**src/rtl/mod997_reduce_seq_if.sv**
```systemverilog
// Operand/result bus for the mod-997 sequential reducer.
// Handshake: a transfer happens on a rising edge where valid & ready are both 1;
// the producer holds valid and data until it sees ready, and the consumer holds off
// the transfer by keeping ready low for as long as it needs to.
interface mod997_reduce_seq_if #(
    parameter int IN_W = 20,
    parameter int R_W  = 10
);
    logic            in_valid;
    logic            in_ready;
    logic [IN_W-1:0] in_data;
    logic            out_valid;
    logic            out_ready;
    logic [R_W-1:0]  out_rem;
    logic [IN_W-1:0] out_quo;

    modport master (
        output in_valid,
        output in_data,
        output out_ready,
        input  in_ready,
        input  out_valid,
        input  out_rem,
        input  out_quo
    );

    modport slave (
        input  in_valid,
        input  in_data,
        input  out_ready,
        output in_ready,
        output out_valid,
        output out_rem,
        output out_quo
    );
endinterface

```
**src/rtl/mod997_reduce_seq.sv**
```systemverilog
// Restoring long-division reducer: one operand bit per clock, producing P mod MOD
// and floor(P / MOD). The FSM state is exported on dbg_state.
module mod997_reduce_seq #(
    parameter int IN_W = 20,
    parameter int MOD  = 997,
    parameter int R_W  = 10
) (
    input  logic                 clk,
    input  logic                 rst_n,
    mod997_reduce_seq_if.slave   bus,
    output logic [1:0]           dbg_state
);
    localparam int CNT_W = $clog2(IN_W + 1);
    localparam logic [R_W:0]   MOD_R = (R_W + 1)'(MOD);
    localparam logic [CNT_W-1:0] LAST = CNT_W'(IN_W - 1);

    typedef enum logic [1:0] {
        IDLE = 2'd0,
        BUSY = 2'd1,
        DONE = 2'd2
    } state_t;

    state_t           state, state_next;
    logic [IN_W-1:0]  sreg;
    logic [R_W:0]     r;
    logic [IN_W-1:0]  q;
    logic [CNT_W-1:0] cnt;

    logic [R_W:0]     t;
    logic             qbit;
    logic             in_ready_c;
    logic             out_valid_c;

    // r < MOD < 2^R_W, so its top bit is always 0 and 2r + bit fits in R_W+1 bits.
    always_comb begin
        state_next  = state;
        in_ready_c  = 1'b0;
        out_valid_c = 1'b0;
        t           = {r[R_W-1:0], sreg[IN_W-1]};
        qbit        = (t >= MOD_R);
        case (state)
            IDLE: begin
                in_ready_c = 1'b1;
                if (bus.in_valid) state_next = BUSY;
            end
            BUSY: begin
                if (cnt == LAST) state_next = DONE;
            end
            DONE: begin
                out_valid_c = 1'b1;
                if (bus.out_ready) state_next = IDLE;
            end
            default: state_next = IDLE;
        endcase
    end

    always_ff @(posedge clk or negedge rst_n) begin
        if (!rst_n) begin
            state <= IDLE;
            sreg  <= '0;
            r     <= '0;
            q     <= '0;
            cnt   <= '0;
        end else begin
            state <= state_next;
            case (state)
                IDLE: begin
                    if (bus.in_valid) begin
                        sreg <= bus.in_data;
                        r    <= '0;
                        q    <= '0;
                        cnt  <= '0;
                    end
                end
                BUSY: begin
                    r    <= qbit ? (t - MOD_R) : t;
                    q    <= {q[IN_W-2:0], qbit};
                    sreg <= {sreg[IN_W-2:0], 1'b0};
                    cnt  <= cnt + 1'b1;
                end
                default: ;
            endcase
        end
    end

    assign bus.in_ready  = in_ready_c;
    assign bus.out_valid = out_valid_c;
    assign bus.out_rem   = r[R_W-1:0];
    assign bus.out_quo   = q;
    assign dbg_state     = state;
endmodule

```
**src/flat_wrapper.sv**
```systemverilog
// flat-port wrapper written by rule: the top's interface ports become plain ports
module mod997_reduce_seq_flat 
#(
    parameter int IN_W = 20,
    parameter int MOD  = 997,
    parameter int R_W  = 10
)
  (clk, rst_n, dbg_state, bus_in_valid, bus_in_data, bus_out_ready, bus_in_ready, bus_out_valid, bus_out_rem, bus_out_quo);
  mod997_reduce_seq_if #(.IN_W(IN_W), .R_W(R_W)) bus_i ();
  input  logic clk;
  input  logic rst_n;
  output logic [1:0] dbg_state;
  input wire logic [$bits(bus_i.in_valid)-1:0] bus_in_valid;
  input wire logic [$bits(bus_i.in_data)-1:0] bus_in_data;
  input wire logic [$bits(bus_i.out_ready)-1:0] bus_out_ready;
  output wire logic [$bits(bus_i.in_ready)-1:0] bus_in_ready;
  output wire logic [$bits(bus_i.out_valid)-1:0] bus_out_valid;
  output wire logic [$bits(bus_i.out_rem)-1:0] bus_out_rem;
  output wire logic [$bits(bus_i.out_quo)-1:0] bus_out_quo;
  assign bus_i.in_valid = bus_in_valid;
  assign bus_i.in_data = bus_in_data;
  assign bus_i.out_ready = bus_out_ready;
  assign bus_in_ready = bus_i.in_ready;
  assign bus_out_valid = bus_i.out_valid;
  assign bus_out_rem = bus_i.out_rem;
  assign bus_out_quo = bus_i.out_quo;
  mod997_reduce_seq #(.IN_W(IN_W), .MOD(MOD), .R_W(R_W)) u_core (.clk(clk), .rst_n(rst_n), .bus(bus_i), .dbg_state(dbg_state));
endmodule
```
**config.mk**
```make
export PLATFORM = sky130hd
export DESIGN_NAME = mod997_reduce_seq_flat
export DESIGN_NICKNAME = d
export VERILOG_FILES = /design/src/rtl/mod997_reduce_seq_if.sv /design/src/rtl/mod997_reduce_seq.sv /design/src/flat_wrapper.sv
export SDC_FILE = /design/constraint.sdc
export NUM_CORES = 1
export LEC_CHECK = 0
export BUFFER_PORTS_ARGS = -buffer_cell sky130_fd_sc_hd__buf_2
export CORE_ASPECT_RATIO = 0.6
export CORE_MARGIN = 1
export CORE_UTILIZATION = 55
export CTS_CLUSTER_SIZE = 14
export DETAILED_ROUTE_END_ITERATION = 10
export PLACE_DENSITY = 0.84
export RECOVER_POWER = 100
export SLEW_MARGIN = 20
export SYNTH_ARGS = -nofsm -noshare
export SYNTH_HDL_FRONTEND = slang
export SYNTH_SLANG_ARGS = --single-unit
```
**constraint.sdc**
```tcl
create_clock -name clk -period 3.6 [get_ports clk]
set_input_delay 0.54 -clock clk [delete_from_list [all_inputs] [get_ports clk]]
set_output_delay 0.54 -clock clk [all_outputs]
set_load 0.01 [all_outputs]
```
==> flow_metrics.py <==
metrics = {
    "route": {
        "firstDrtPassIters": 5,
        "drt-total-wl_um": 5730,
        "wl_per_cell_um": 16.2,
        "via_per_inst": 6.18,
        "via_count": 2186,
        "drtAntennaViolNets": 0,
        "dr.first_iter.drc_count": 130,
        "drc": 0,
    },
    "critical_path": {
        "worst_ep_arrival_time_ps": 2840,
        "crit_type": "flip-flop to flip-flop",
        "rrSetupSlack_ps": 1030,
        "required_ps": 3870,
        "path_cells": "o21bai_4, clkbuf_1, o21ai_0, nand2_1",
        "slowest_stage": "clkbuf_1",
        "start_kind": "flip-flop",
        "crit_fanout": 31,
        "r2r_cells": 4,
        "cp-end-kind": "flip-flop",
        "r2r_start": "u_core.dbg_state[0]$_DFFE_PN0P_",
        "max_stage_delay_ps": 760,
        "r2r-end": "u_core.cnt[2]$_DFFE_PN0P_",
    },
    "clock_network": {
        "cts_resized": 0,
        "postCtsSetupRepairBufs": 0,
        "clkSinkCount": 57,
        "htree_levels": 3,
        "clockRootBuffer": "clkbuf_8",
        "cts_hold_buf": 0,
        "clk_path_buf_depth": 2,
        "clk_pin_slew_ps": 60,
        "numCtsBuffers": 9,
        "cts_tree": "yes",
        "clk_latency_ps": 340,
    },
    "global_route": {
        "grt_max_degree": 42,
        "grt_pass1_vias": 1943,
        "grt.overflow.total": 0,
        "antenna_found_initial": 0,
        "grt_pass1_wl_um": 9240,
        "grt_use_total_pct": 25.0,
    },
    "placement": {
        "io_buffers": 57,
        "hpwl_um": 3780,
        "place_congestion": 0.892,
    },
    "sta": {
        "fin_worst_skew_ps": 5.76,
        "hold_viol_final": 0,
        "fmaxAchievable_mhz": 389,
        "slew_headroom_pct": -42.2,
        "worst_pin_slew_ps": 2130,
        "rsz0062_at_grt": "no",
        "post-route-period-util_pct": 71.4,
        "setup_violations": 0,
        "fin_crit_ps": 2570,
        "holdWs_ps": 463,
        "final_max_slew_viol_count": 42,
        "setup_tns_ps": 0,
    },
    "die": {
        "rows": 18,
        "ios": 58,
        "dieArea_sq_um": 4980,
        "fp.dieH_um": 55.1,
        "core_area_sq_um": 4300,
        "initial_core_util_pct": 60.1,
        "die_width_um": 90.5,
    },
    "run": {
        "drv_cap": 1,
    },
    "power_and_ir_drop": {
        "vdd_ir_drop_max_mv": 0.475,
        "power_density_nw_per_um2": 779,
        "power_leakage_nw": 1.32,
    },
    "final_layout": {
        "n_antenna_cell": 0,
        "fin_nets": 319,
        "n_fill_cell": 350,
        "final_util_pct": 70.4,
        "drive_gt1_share_pct": 17.3,
        "syn2layout_area_growth_pct": 17.3,
    },
    "logic_synthesis": {
        "syn-num-nets": 264,
        "async_reset_ff_share_pct": 100,
        "synth-edff-count": 0,
        "synth_cells": 237,
        "yosysWarnings": 0,
        "synth_top_flop_cell": "dfrtp_1",
        "ys_seq_area_share_pct": 55.2,
        "ys_types": 42,
        "netlist_area_sq_um": 2580,
        "synth-seq-cells": 57,
        "syn_avg_cell_area_sq_um": 10.9,
    },
    "min_path": {
        "hold_end": "u_core.sreg[0]$_DFFE_PN0P_",
        "holdCritPathClass": "input pin to flip-flop",
        "min_from": "bus_in_data[0]",
        "hold-path-cell-count": 2,
    },
    "run_status": {
        "run_status": "complete, but fails checks",
        "violations": "capacitance limit, slew limit",
    },
}
[critical path, delay by kind of cell (launching register included)]
| family | cells | cell delay, ps |
|---|---|---|
| buffers and inverters | 1 | 760 |
| and+or+nand+nor | 1 | 90 |
| AOI/OAI and AO/OA | 2 | 950 |
| DFF | 1 | 700 |
[layout by cell type (no fill, tap or decap), drive strengths merged, types with 2 or more instances in the layout]
cell type / count
o311ai: 3
a22oi: 19
ha: 3
nand4: 2
buf: 25
o311a: 3
o31ai: 2
inv: 4
a31oi: 3
nand3: 5
dfrtp: 57
or4: 2
nor2b: 4
or3: 2
clkbuf: 49
a221o: 4
nor2: 8
a32o: 2
a22o: 21
nor3: 3
a21oi: 2
nand2: 28
o21ai: 26
or2: 3
o211ai: 2
nor4: 2
[state kept, by name (all words and copies together), names as in the netlist]
signal,cells
u_core.bus.out_quo,20
u_core.sreg,20
u_core.r,10
u_core.cnt,5
u_core.dbg_state,2
[through the flow]
stage	power [mW]	instance area, sq um	worst slack, ps	instances
floorplan	1.60	2580	1860	237
global route	2.52	3030	850	354
global placement	1.83	2910	1460	341
finish	2.36	3030	1030	354
detailed placement	1.86	2910	1380	341
CTS	2.38	3080	1380	354
[synth_stat cells, drive strengths merged (3+ instances only)]
cell	instances	area (sq um)
dfrtp	57	1430
nand2	28	105
o21ai	26	130
a22o	21	184
a22oi	19	143
clkbuf	11	41.3
nor2	8	30.0
buf	6	35.0
nand3	5	25.0
a221o	4	40.0
inv	4	15.0
nor2b	4	25.0
a31oi	3	18.8
ha	3	37.5
nor3	3	15.0
o311a	3	33.8
o311ai	3	26.3
or2	3	18.8
[cell families after synthesis]
kind of cell             Yosys count  synth area share, %
flip-flops                        57                 55.2
buffers and inverters             21                 3.53
AND/OR/NAND/NOR                   65                 13.4
AO/OA/AOI/OAI                     91                 26.4
adder cells (fa/ha/maj)            3                 1.45
[power breakdown]
group	leakage, nW	internal (mW)	switching [mW]
clock network	0.0875	0.295	0.227
registers	0.756	0.845	0.233
logic	0.473	0.330	0.431
[worst max-delay path by stage]
stage,start,endpoint,cells past startpoint
floorplan,u_core.r[0]$_DFFE_PN0P_,u_core.r[6]$_DFFE_PN0P_,6
CTS,u_core.dbg_state[0]$_DFFE_PN0P_,u_core.r[2]$_DFFE_PN0P_,4
finish,u_core.dbg_state[0]$_DFFE_PN0P_,u_core.cnt[2]$_DFFE_PN0P_,4
global placement,u_core.dbg_state[0]$_DFFE_PN0P_,u_core.r[3]$_DFFE_PN0P_,4
detailed placement,u_core.dbg_state[0]$_DFFE_PN0P_,u_core.r[2]$_DFFE_PN0P_,4
global route,u_core.dbg_state[0]$_DFFE_PN0P_,u_core.cnt[2]$_DFFE_PN0P_,4
[final cells by class]
class | count | area [sq um] | area share, %
timing repair buffer | 61 | 268 | 8.84
sequential | 57 | 1430 | 47.1
clock buffer | 13 | 169 | 5.57
tap | 60 | 75.1 | 2.48
inverter | 4 | 15.0 | 0.495
multi-input combinational | 159 | 1080 | 35.5
[routing by layer]
metal  vias to the layer above  GRT usage [%]  routed length (um)  share of wire [%]
met3                         7           10.5                 392                6.8
met1                      1097           33.5                2750                 48
met5                         -              0                   0                  0
met4                         0           6.99                  44               0.77
met2                        75           38.0                2540                 44
li1                       1007              -                   -                  -
Note: power is estimated with default switching activity, not from simulation.
